### src/rtl/ram_arb_pkg.sv
// Shared types and defaults for the RAM port arbiter.
package ram_arb_pkg;

  localparam int unsigned DefaultAw = 25;

  typedef enum logic [1:0] {
    StIdle,
    StDlAcc,
    StCpuAcc,
    StCpuRec
  } arb_state_e;

endpackage

### src/rtl/dl_fifo.sv
// Synchronous FIFO buffering download writes; pointers carry an extra wrap bit.
module dl_fifo #(
  parameter int unsigned Width = 33,
  parameter int unsigned Depth = 4
) (
  input  logic             clk,
  input  logic             reset,
  input  logic             push,
  input  logic [Width-1:0] wdata,
  input  logic             pop,
  output logic [Width-1:0] rdata,
  output logic             full,
  output logic             empty,
  output logic             overflow_pulse
);

  localparam int unsigned IdxW = $clog2(Depth);
  localparam logic [IdxW:0] PtrOne = {{IdxW{1'b0}}, 1'b1};

  logic [Width-1:0] mem_q [Depth];
  logic [IdxW:0]    wr_ptr_q, rd_ptr_q;
  logic             do_push, do_pop;

  assign empty = (wr_ptr_q == rd_ptr_q);
  assign full  = (wr_ptr_q[IdxW] != rd_ptr_q[IdxW]) &&
                 (wr_ptr_q[IdxW-1:0] == rd_ptr_q[IdxW-1:0]);

  // A pop in the same cycle frees a slot, so a push into a full FIFO still lands.
  assign do_pop         = pop && !empty;
  assign do_push        = push && (!full || do_pop);
  assign overflow_pulse = push && !do_push;
  assign rdata          = mem_q[rd_ptr_q[IdxW-1:0]];

  always_ff @(posedge clk or posedge reset) begin
    if (reset) begin
      wr_ptr_q <= '0;
      rd_ptr_q <= '0;
    end else begin
      if (do_push) wr_ptr_q <= wr_ptr_q + PtrOne;
      if (do_pop)  rd_ptr_q <= rd_ptr_q + PtrOne;
    end
  end

  always_ff @(posedge clk) begin
    if (do_push) mem_q[wr_ptr_q[IdxW-1:0]] <= wdata;
  end

endmodule

### src/rtl/ram_arbiter.sv
// Arbitrates the external RAM port between buffered download writes (absolute
// priority) and CPU request/acknowledge accesses.
module ram_arbiter
  import ram_arb_pkg::*;
#(
  parameter int unsigned AW         = DefaultAw,
  parameter int unsigned FIFO_DEPTH = 4
) (
  input  logic          clk,
  input  logic          reset,
  input  logic          dl_active,
  input  logic          dl_wr,
  input  logic [AW-1:0] dl_addr,
  input  logic [7:0]    dl_data,
  input  logic          cpu_req,
  input  logic          cpu_we,
  input  logic [AW-1:0] cpu_addr,
  input  logic [7:0]    cpu_wdata,
  output logic [7:0]    cpu_rdata,
  output logic          cpu_ack,
  output logic          mem_req,
  output logic          mem_we,
  output logic [AW-1:0] mem_addr,
  output logic [7:0]    mem_wdata,
  input  logic [7:0]    mem_rdata,
  input  logic          mem_ack,
  output logic          dl_overflow
);

  localparam int unsigned EntryW = AW + 8;

  arb_state_e        state_q, state_d;
  logic              fifo_pop, fifo_full, fifo_empty, overflow_pulse;
  logic [EntryW-1:0] fifo_rdata;
  logic              dl_active_q;
  logic              mem_req_d, mem_we_d, cpu_ack_d, dl_overflow_d;
  logic [AW-1:0]     mem_addr_d;
  logic [7:0]        mem_wdata_d, cpu_rdata_d;
  logic              unused_fifo_full;

  dl_fifo #(
    .Width (EntryW),
    .Depth (FIFO_DEPTH)
  ) u_dl_fifo (
    .clk            (clk),
    .reset          (reset),
    .push           (dl_wr),
    .wdata          ({dl_addr, dl_data}),
    .pop            (fifo_pop),
    .rdata          (fifo_rdata),
    .full           (fifo_full),
    .empty          (fifo_empty),
    .overflow_pulse (overflow_pulse)
  );

  // Drop handling lives in the FIFO; the full flag is not needed here.
  assign unused_fifo_full = fifo_full;

  always_comb begin
    state_d     = state_q;
    fifo_pop    = 1'b0;
    mem_req_d   = mem_req;
    mem_we_d    = mem_we;
    mem_addr_d  = mem_addr;
    mem_wdata_d = mem_wdata;
    cpu_ack_d   = 1'b0;
    cpu_rdata_d = cpu_rdata;

    unique case (state_q)
      StIdle: begin
        if (!fifo_empty) begin
          fifo_pop    = 1'b1;
          mem_addr_d  = fifo_rdata[EntryW-1:8];
          mem_wdata_d = fifo_rdata[7:0];
          mem_we_d    = 1'b1;
          mem_req_d   = 1'b1;
          state_d     = StDlAcc;
        end else if (cpu_req && !dl_active && !dl_wr) begin
          // A strobe landing in the FIFO this cycle still outranks the CPU.
          mem_addr_d  = cpu_addr;
          mem_wdata_d = cpu_wdata;
          mem_we_d    = cpu_we;
          mem_req_d   = 1'b1;
          state_d     = StCpuAcc;
        end
      end
      StDlAcc: begin
        if (mem_ack) begin
          mem_req_d = 1'b0;
          state_d   = StIdle;
        end
      end
      StCpuAcc: begin
        if (mem_ack) begin
          mem_req_d = 1'b0;
          cpu_ack_d = 1'b1;
          if (!mem_we) cpu_rdata_d = mem_rdata;
          state_d   = StCpuRec;
        end
      end
      StCpuRec: state_d = StIdle;
      default:  state_d = StIdle;
    endcase
  end

  always_comb begin
    dl_overflow_d = dl_overflow;
    if (overflow_pulse)               dl_overflow_d = 1'b1;
    else if (dl_active && !dl_active_q) dl_overflow_d = 1'b0;
  end

  always_ff @(posedge clk or posedge reset) begin
    if (reset) begin
      state_q     <= StIdle;
      mem_req     <= 1'b0;
      mem_we      <= 1'b0;
      mem_addr    <= '0;
      mem_wdata   <= '0;
      cpu_ack     <= 1'b0;
      cpu_rdata   <= '0;
      dl_overflow <= 1'b0;
      dl_active_q <= 1'b0;
    end else begin
      state_q     <= state_d;
      mem_req     <= mem_req_d;
      mem_we      <= mem_we_d;
      mem_addr    <= mem_addr_d;
      mem_wdata   <= mem_wdata_d;
      cpu_ack     <= cpu_ack_d;
      cpu_rdata   <= cpu_rdata_d;
      dl_overflow <= dl_overflow_d;
      dl_active_q <= dl_active;
    end
  end

endmodule

### config.mk
export PLATFORM = sky130hd
export DESIGN_NAME = ram_arbiter
export DESIGN_NICKNAME = d
export VERILOG_FILES = /design/src/rtl/ram_arb_pkg.sv /design/src/rtl/dl_fifo.sv /design/src/rtl/ram_arbiter.sv
export SDC_FILE = /design/constraint.sdc
export NUM_CORES = 1
export LEC_CHECK = 0
export CORE_MARGIN = 2
export CORE_UTILIZATION = 53
export CTS_CLUSTER_DIAMETER = 80
export DETAILED_ROUTE_END_ITERATION = 12
export DONT_BUFFER_PORTS = 1
export PLACE_DENSITY = 0.68
export SYNTH_ARGS = -nofsm -noshare
export SYNTH_HDL_FRONTEND = slang
export SYNTH_SLANG_ARGS = --single-unit
### constraint.sdc
create_clock -name clk -period 6.88 [get_ports clk]
set_input_delay 1.376 -clock clk [delete_from_list [all_inputs] [get_ports clk]]
set_output_delay 1.376 -clock clk [all_outputs]
set_load 0.005 [all_outputs]
==> results of run 1 <==
-- kinds of logic after synthesis --
| logic type | count (synthesis) |
|---|---|
| flops | 186 |
| compound gates | 74 |
| simple gates | 19 |
| buf+inv | 36 |
| mux | 46 |
| fa+ha+maj | 10 |
| xor+xnor | 8 |
-- power by group through the flow --
stage	clock, mW	combinational (mW)	sequential [mW]
CTS	0.968	1.23	1.74
detailed placement	0	1.23	1.76
global route	1.02	1.32	1.77
global placement	0	1.19	1.75
floorplan	0	1.09	1.66
finish	0.944	1.20	1.73
-- placed cells by master (no fill, tap or decap), drive strengths merged --
cell type  synthesis  routed
a21bo              1       1
a21oi              1       1
a22o              67      67
a311o              1       1
a31oi              1       1
a32oi              1       1
and2               1       1
buf               17       5
bufinv             0       2
clkbuf             7      19
clkinv             0       6
dfrtp             54      54
edfxtp           132     132
ha                10      10
inv               12      17
mux2              11      11
mux2i              2       2
mux4              33      33
nand2              2       2
nand2b             1       1
nand3              2       2
nand4              1       1
nor2               7       7
nor3               1       1
nor4               2       2
o21ai              1       1
o41ai              1       1
or3                1       1
or3b               1       1
xnor2              4       4
xor2               4       4
-- sequential cells by signal, indices dropped and copies added (netlist names) --
register            flops
state_q                 2
mem_wdata               8
dl_overflow             1
mem_we                  1
dl_active_q             1
cpu_rdata               8
u_dl_fifo.rd_ptr_q      3
mem_req                 1
u_dl_fifo.wr_ptr_q      3
cpu_ack                 1
mem_addr               25
u_dl_fifo.mem_q       132
-- per-stage QoR --
stage	cell area, um^2	instances	utilization (%)
after floorplan	7426	379	-
after global placement	7541	540	54.75
after detailed placement	7541	540	54.75
after CTS	8119	572	58.95
after global routing	8119	572	58.95
final	8119	572	58.95
-- worst max-delay path: stages (launching register included) --
cell and delay (ps):
dfrtp_1 410, inv_1 140, ha_2 840, o41ai_4 310, nor2_4 920
-- worst max path at each step --
stage	start	endpoint	slack, ps	depth (start not counted)
5_1_grt	state_q[1]	u_dl_fifo.mem_q[2][23]	3630	4
3_5_place_dp	dl_wr	mem_addr[6]	3500	5
2_1_floorplan	dl_wr	u_dl_fifo.mem_q[3][0]	3510	2
3_3_place_gp	dl_wr	mem_addr[5]	3560	5
4_1_cts	state_q[1]	u_dl_fifo.mem_q[2][25]	3800	4
6_report	state_q[1]	u_dl_fifo.mem_q[3][20]	3840	4
-- metal layers --
| metal | global-route usage [%] | vias up | wire length (um) |
|---|---|---|---|
| met1 | 24.01 | 1763 | 5428 |
| met5 | 0 | - | 0 |
| li1 | - | 1539 | - |
| met2 | 30.45 | 133 | 6488 |
| met4 | 7.830 | 0 | 182 |
| met3 | 8.550 | 15 | 1297 |
-- layout make-up --
class                   instances  area, um^2
fillers                      1024        5654
flip-flops and latches        186        5318
multi-input cells             157        1916
clock buffers                  19       432.9
well taps                     180       225.2
clock inverters                13       145.1
inverters                      12       45.04
repair buffers                  5       37.54
==> out/qor.yml, run 1 <==
synth:
  synth_edf_count: 132
  syn_inst: 379
  syn_avg_cell_area_um2: 19.59
  netlist_top_cells_area: "edfxtp_1 (53%), dfrtp_1 (18%), mux4_2 (10%)"
  synth_commonest_cells: "edfxtp_1 (132), a22o_1 (67), dfrtp_1 (54)"
  post-synth-top-area-fraction_pct: 53.38
  synth_nets: 470
  yosys_warnings: 0
  async_reset_ff_share_pct: 29.03
  synth_compound_gate_area_share_pct: 8.880
  synth.most_common_cell: "edfxtp_1"
  synthesis.area_um2: 7426
  ys_types: 35
  synth_top_family_by_area: "multiplexers"
  yosysTopAreaCell: "edfxtp_1"
  synth-main-ff-cell: "edfxtp_1"
  yosysSeqAreaShare_pct: 71.58
  synthAdderAreaFrac_pct: 1.685
  ys_ff_latch: 186
  yosys-mux-area-fraction_pct: 11.95
  yosys.area_share.simple_pct: 1.550
  synth_xor_area_share_pct: 1.297
power_and_ir_drop:
  total_power_mw: 3.878
  switching_share_pct: 31.26
  clockPowerShare_pct: 24.3
  p_leak_nw: 3.011
  power_density_nw_per_um2: 477.6
  p_int_mw: 2.666
  combPwrFrac_pct: 30.9
  peakVddDrop_uv: 208.5
  switchingPower_mw: 1.212
  p_seq_share_pct: 44.7
clocking:
  cts_setup_buffers: 0
  cts_hold_buf: 0
  numCtsBuffers: 17
  cts_tree: "built"
  cts_resized: 0
  clock_latency_ps: 430
  cts-htree-levels: 4
  cts_root_buf: "clkbuf_16"
  clk_pin_slew_ps: 70
  cts_buffer_depth: 2
  clkSinkCount: 186
timing:
  hold_violations: 0
  setup_viol: 0
  finalCritPeriodShare_pct: 44.12
  maxSlewViolCount: 0
  min_period_ps: 3035
  relSlewSlack_pct: 24.39
  clock_skew_ps: 11.43
  finalSetupTns_ps: 0
  rsz0062_at_grt: "no"
  max_freq_mhz: 329.4
  tightestPinTransition_ps: 1131
  fin_ws_ps: 3845
  fin_hold_ws_ps: 531.6
final_layout:
  fin_nets: 470
  area_growth_pct: 9.334
  diodes: 0
  drive_gt1_share_pct: 22.70
drt:
  drc_errors: 0
  ant_nets: 0
  vias: 3450
  drt-initial-drc-count: 181
  wl_per_cell_um: 23.42
  viasPerCell: 6.031
  drt_pass1_iterations: 4
  wirelength_um: 13400
critical_path:
  end_kind: "register"
  startpoint_type: "register"
  critPathRequiredTime_ps: 6920
  rrSetupSlack_ps: 3840
  rr_endpoint: "u_dl_fifo.mem_q[3][20]"
  worstPathMaxFanout: 42
  cp.arrival_ps: 3070
  rr_startpoint: "state_q[1]"
  crit_type: "reg2reg"
  reg2reg_depth: 4
die:
  row_count: 43
  die_y_um: 122.4
  ios: 126
  fp.dieArea_um2: 14970
  die_w_um: 122.4
  initial_core_util_pct: 53.92
  core-area_um2: 13770
grt:
  grt_max_degree: 55
  antenna_found_initial: 0
  overflow: 0
  grt_pass1_wl_um: 20820
  track_usage_pct: 19.50
  grt_pass1_vias: 3723
min_path:
  holdPathStages: 1
  worstHoldStart: "mem_wdata[5]"
  hold_path_class: "reg2reg"
  holdPathEnd: "mem_wdata[5]"
placement:
  gp_congestion: 0.7254
  port_buffers: 0
  post-place-ws_ps: 3504
  hpwl_um: 8034
flow_run:
  maxCapViolCount: 0
outcome:
  status: "finished clean"
No activity file was read; power rests on OpenSTA's default activity.
==> run 2: changes to the inputs <==
==> constraint.sdc (replaced) <==
create_clock -name clk -period 3 [get_ports clk]
set_input_delay 0.6 -clock clk [delete_from_list [all_inputs] [get_ports clk]]
set_output_delay 0.6 -clock clk [all_outputs]
set_load 0.005 [all_outputs]
==> run 2 against run 1 <==
Core utilization grew 0.80 points; via count grew 1.7%; sequential power grew 120%; critical path type unchanged.
==> out/qor.yml, run 2 (synthesized netlist as in run 1, its figures left out) <==
die:
  initial_core_util_pct: 53.92  # unchanged
  row_count: 43  # unchanged
  fp.dieArea_um2: 14970  # unchanged
  die_y_um: 122.4  # unchanged
  die_w_um: 122.4  # unchanged
  core-area_um2: 13770  # unchanged
  ios: 126  # unchanged
clocking:
  clock_latency_ps: 420  # about the same
  cts_resized: 0  # unchanged
  cts_hold_buf: 0  # unchanged
  cts-htree-levels: 4  # unchanged
  cts_tree: "built"
  numCtsBuffers: 17  # unchanged
  cts_buffer_depth: 2  # unchanged
  clkSinkCount: 186  # unchanged
  cts_root_buf: "clkbuf_16"
  cts_setup_buffers: 0  # unchanged
  clk_pin_slew_ps: 60  # about the same
critical_path:
  rr_endpoint: "mem_addr[4]"
  critPathSlowestCell: "a21bo_1"
  critPathMaxStageDelay_ps: 510  # -410 ps
  rr_startpoint: "state_q[1]"
  worstPathMaxFanout: 41  # -2.4%
  end_kind: "register"
  startpoint: "state_q[1]"
  worstPathBufferInverterCount: 3  # +2
  worst-path-stages: 6  # +2
  reg2reg_depth: 6  # +2
  startpoint_type: "register"
  cp.arrival_ps: 2640  # -430 ps
  crit_end: "mem_addr[4]"
  crit_type: "reg2reg"
  rrSetupSlack_ps: 670  # -3170 ps
  critPathRequiredTime_ps: 3310  # -3610 ps
  cp_cell_sequence: "inv_1, ha_2, buf_4, a21bo_1, buf_12, a22o_1"
  crit_family: "buffers and inverters"
timing:
  tightestPinTransition_ps: 793.0  # -338.5 ps
  max_freq_mhz: 429.3  # +30%
  fin_ws_ps: 670.9  # -3174 ps
  finalSetupTns_ps: 0  # unchanged
  maxSlewViolCount: 0  # unchanged
  setup_viol: 0  # unchanged
  min_period_ps: 2329  # -706.2 ps
  relSlewSlack_pct: 46.95  # +23 points
  fin_hold_ws_ps: 198.4  # -333.2 ps
  rsz0062_at_grt: "no"
  hold_violations: 0  # unchanged
  clock_skew_ps: 5.581  # -5.853 ps
  finalCritPeriodShare_pct: 77.64  # +34 points
drt:
  wl_per_cell_um: 24.17  # +3.2%
  viasPerCell: 6.036  # about the same
  vias: 3507  # +1.7%
  drt_pass1_iterations: 4  # unchanged
  drc_errors: 0  # unchanged
  wirelength_um: 14040  # +4.8%
  drt-initial-drc-count: 174  # -3.9%
  ant_nets: 0  # unchanged
grt:
  track_usage_pct: 19.97  # +0.47 points
  overflow: 0  # unchanged
  grt_max_degree: 42  # -24%
  antenna_found_initial: 0  # unchanged
  grt_pass1_wl_um: 21320  # +2.4%
  grt_pass1_vias: 3796  # +2.0%
final_layout:
  diodes: 0  # unchanged
  drive_gt1_share_pct: 23.69  # +0.99 points
  largest_reg_flops: 132  # unchanged
  area_growth_pct: 10.82
  fin_nets: 479  # +1.9%
  fill_cells: 1036  # +1.2%
  mostFrequentLayoutCells: "edfxtp_1 (132), a22o_1 (67), dfrtp_1 (52)"
  layout.cells.non_filler: 581  # +1.6%
  layout_commonest_cell: "edfxtp_1"
  fin_util_pct: 59.75  # +0.80 points
  fin_area_um2: 8229  # +1.4%
min_path:
  hold_path_class: "in2async"
placement:
  gp_congestion: 0.7359  # +1.4%
  place_area_um2: 7646  # +1.4%
  port_buffers: 0  # unchanged
  post-place-ws_ps: 645.7  # -2858 ps
  place_inst: 549  # +1.7%
  hpwl_um: 8840  # +10%
outcome:
  status: "finished clean"
flow_run:
  maxCapViolCount: 0  # unchanged
power_and_ir_drop:
  total_power_mw: 9.068  # +130%
  p_leak_nw: 3.054  # +1.4%
  peakVddDrop_uv: 605.1  # +190%
  power_density_nw_per_um2: 1102  # +130%
[run 2: changes by cell type in the layout (fill, tap and decap cells not counted), moves of 3 or more]
cell	before	now
buf_12	0	3
buf_4	5	11
clkinv_1	0	4
clkinv_4	3	0
clkinvlp_4	0	4
inv_6	5	1
[run 2: area by class of cell]
type / instances / area (um^2) / share of cell area, %
Sequential cell: 186 / 5318 / 64.62
Inverter: 12 / 45.04 / 0.5474
Timing Repair Buffer: 14 / 142.6 / 1.733
Multi-Input combinational cell: 157 / 1916 / 23.28
Clock inverter: 14 / 153.9 / 1.870
Clock buffer: 18 / 429.2 / 5.215
Tap cell: 180 / 225.2 / 2.737
[run 2: report_power, final]
part	internal [mW]	switching (mW)	leakage (nW)	total [mW]
clock	1.30	0.895	0.272	2.19
sequential	3.51	0.363	1.88	3.87
combinational	1.46	1.55	0.902	3.00
total	6.26	2.80	3.05	9.07
[run 2: how the worst min path moves through the flow]
stage / startpoint / end / slack (ps) / cells past startpoint
detailed placement: mem_addr[7] / mem_addr[7] / 520 / 1
floorplan: dl_overflow / dl_overflow / 490 / 1
CTS: dl_active / dl_active_q / 190 / 0
global route: dl_active / dl_active_q / 180 / 0
global placement: u_dl_fifo.wr_ptr_q[2] / u_dl_fifo.wr_ptr_q[2] / 520 / 1
finish: reset / cpu_rdata[7] / 200 / 1
[run 2: layer usage]
layer,routed length (um),vias up,part of all wire [%],GRT usage (%)
met5,0,-,0,0
met4,179,0,1.3,5.963
met3,1413,14,10,9.665
met2,6788,114,48,31.60
met1,5658,1829,40,24.51
li1,-,1550,-,-
[run 2: worst register-to-register path, stage by stage (launching register included)]
cell and delay (ps):
dfrtp_1 400, inv_1 140, ha_2 230, buf_4 410, a21bo_1 520, buf_12 290
a22o_1 240
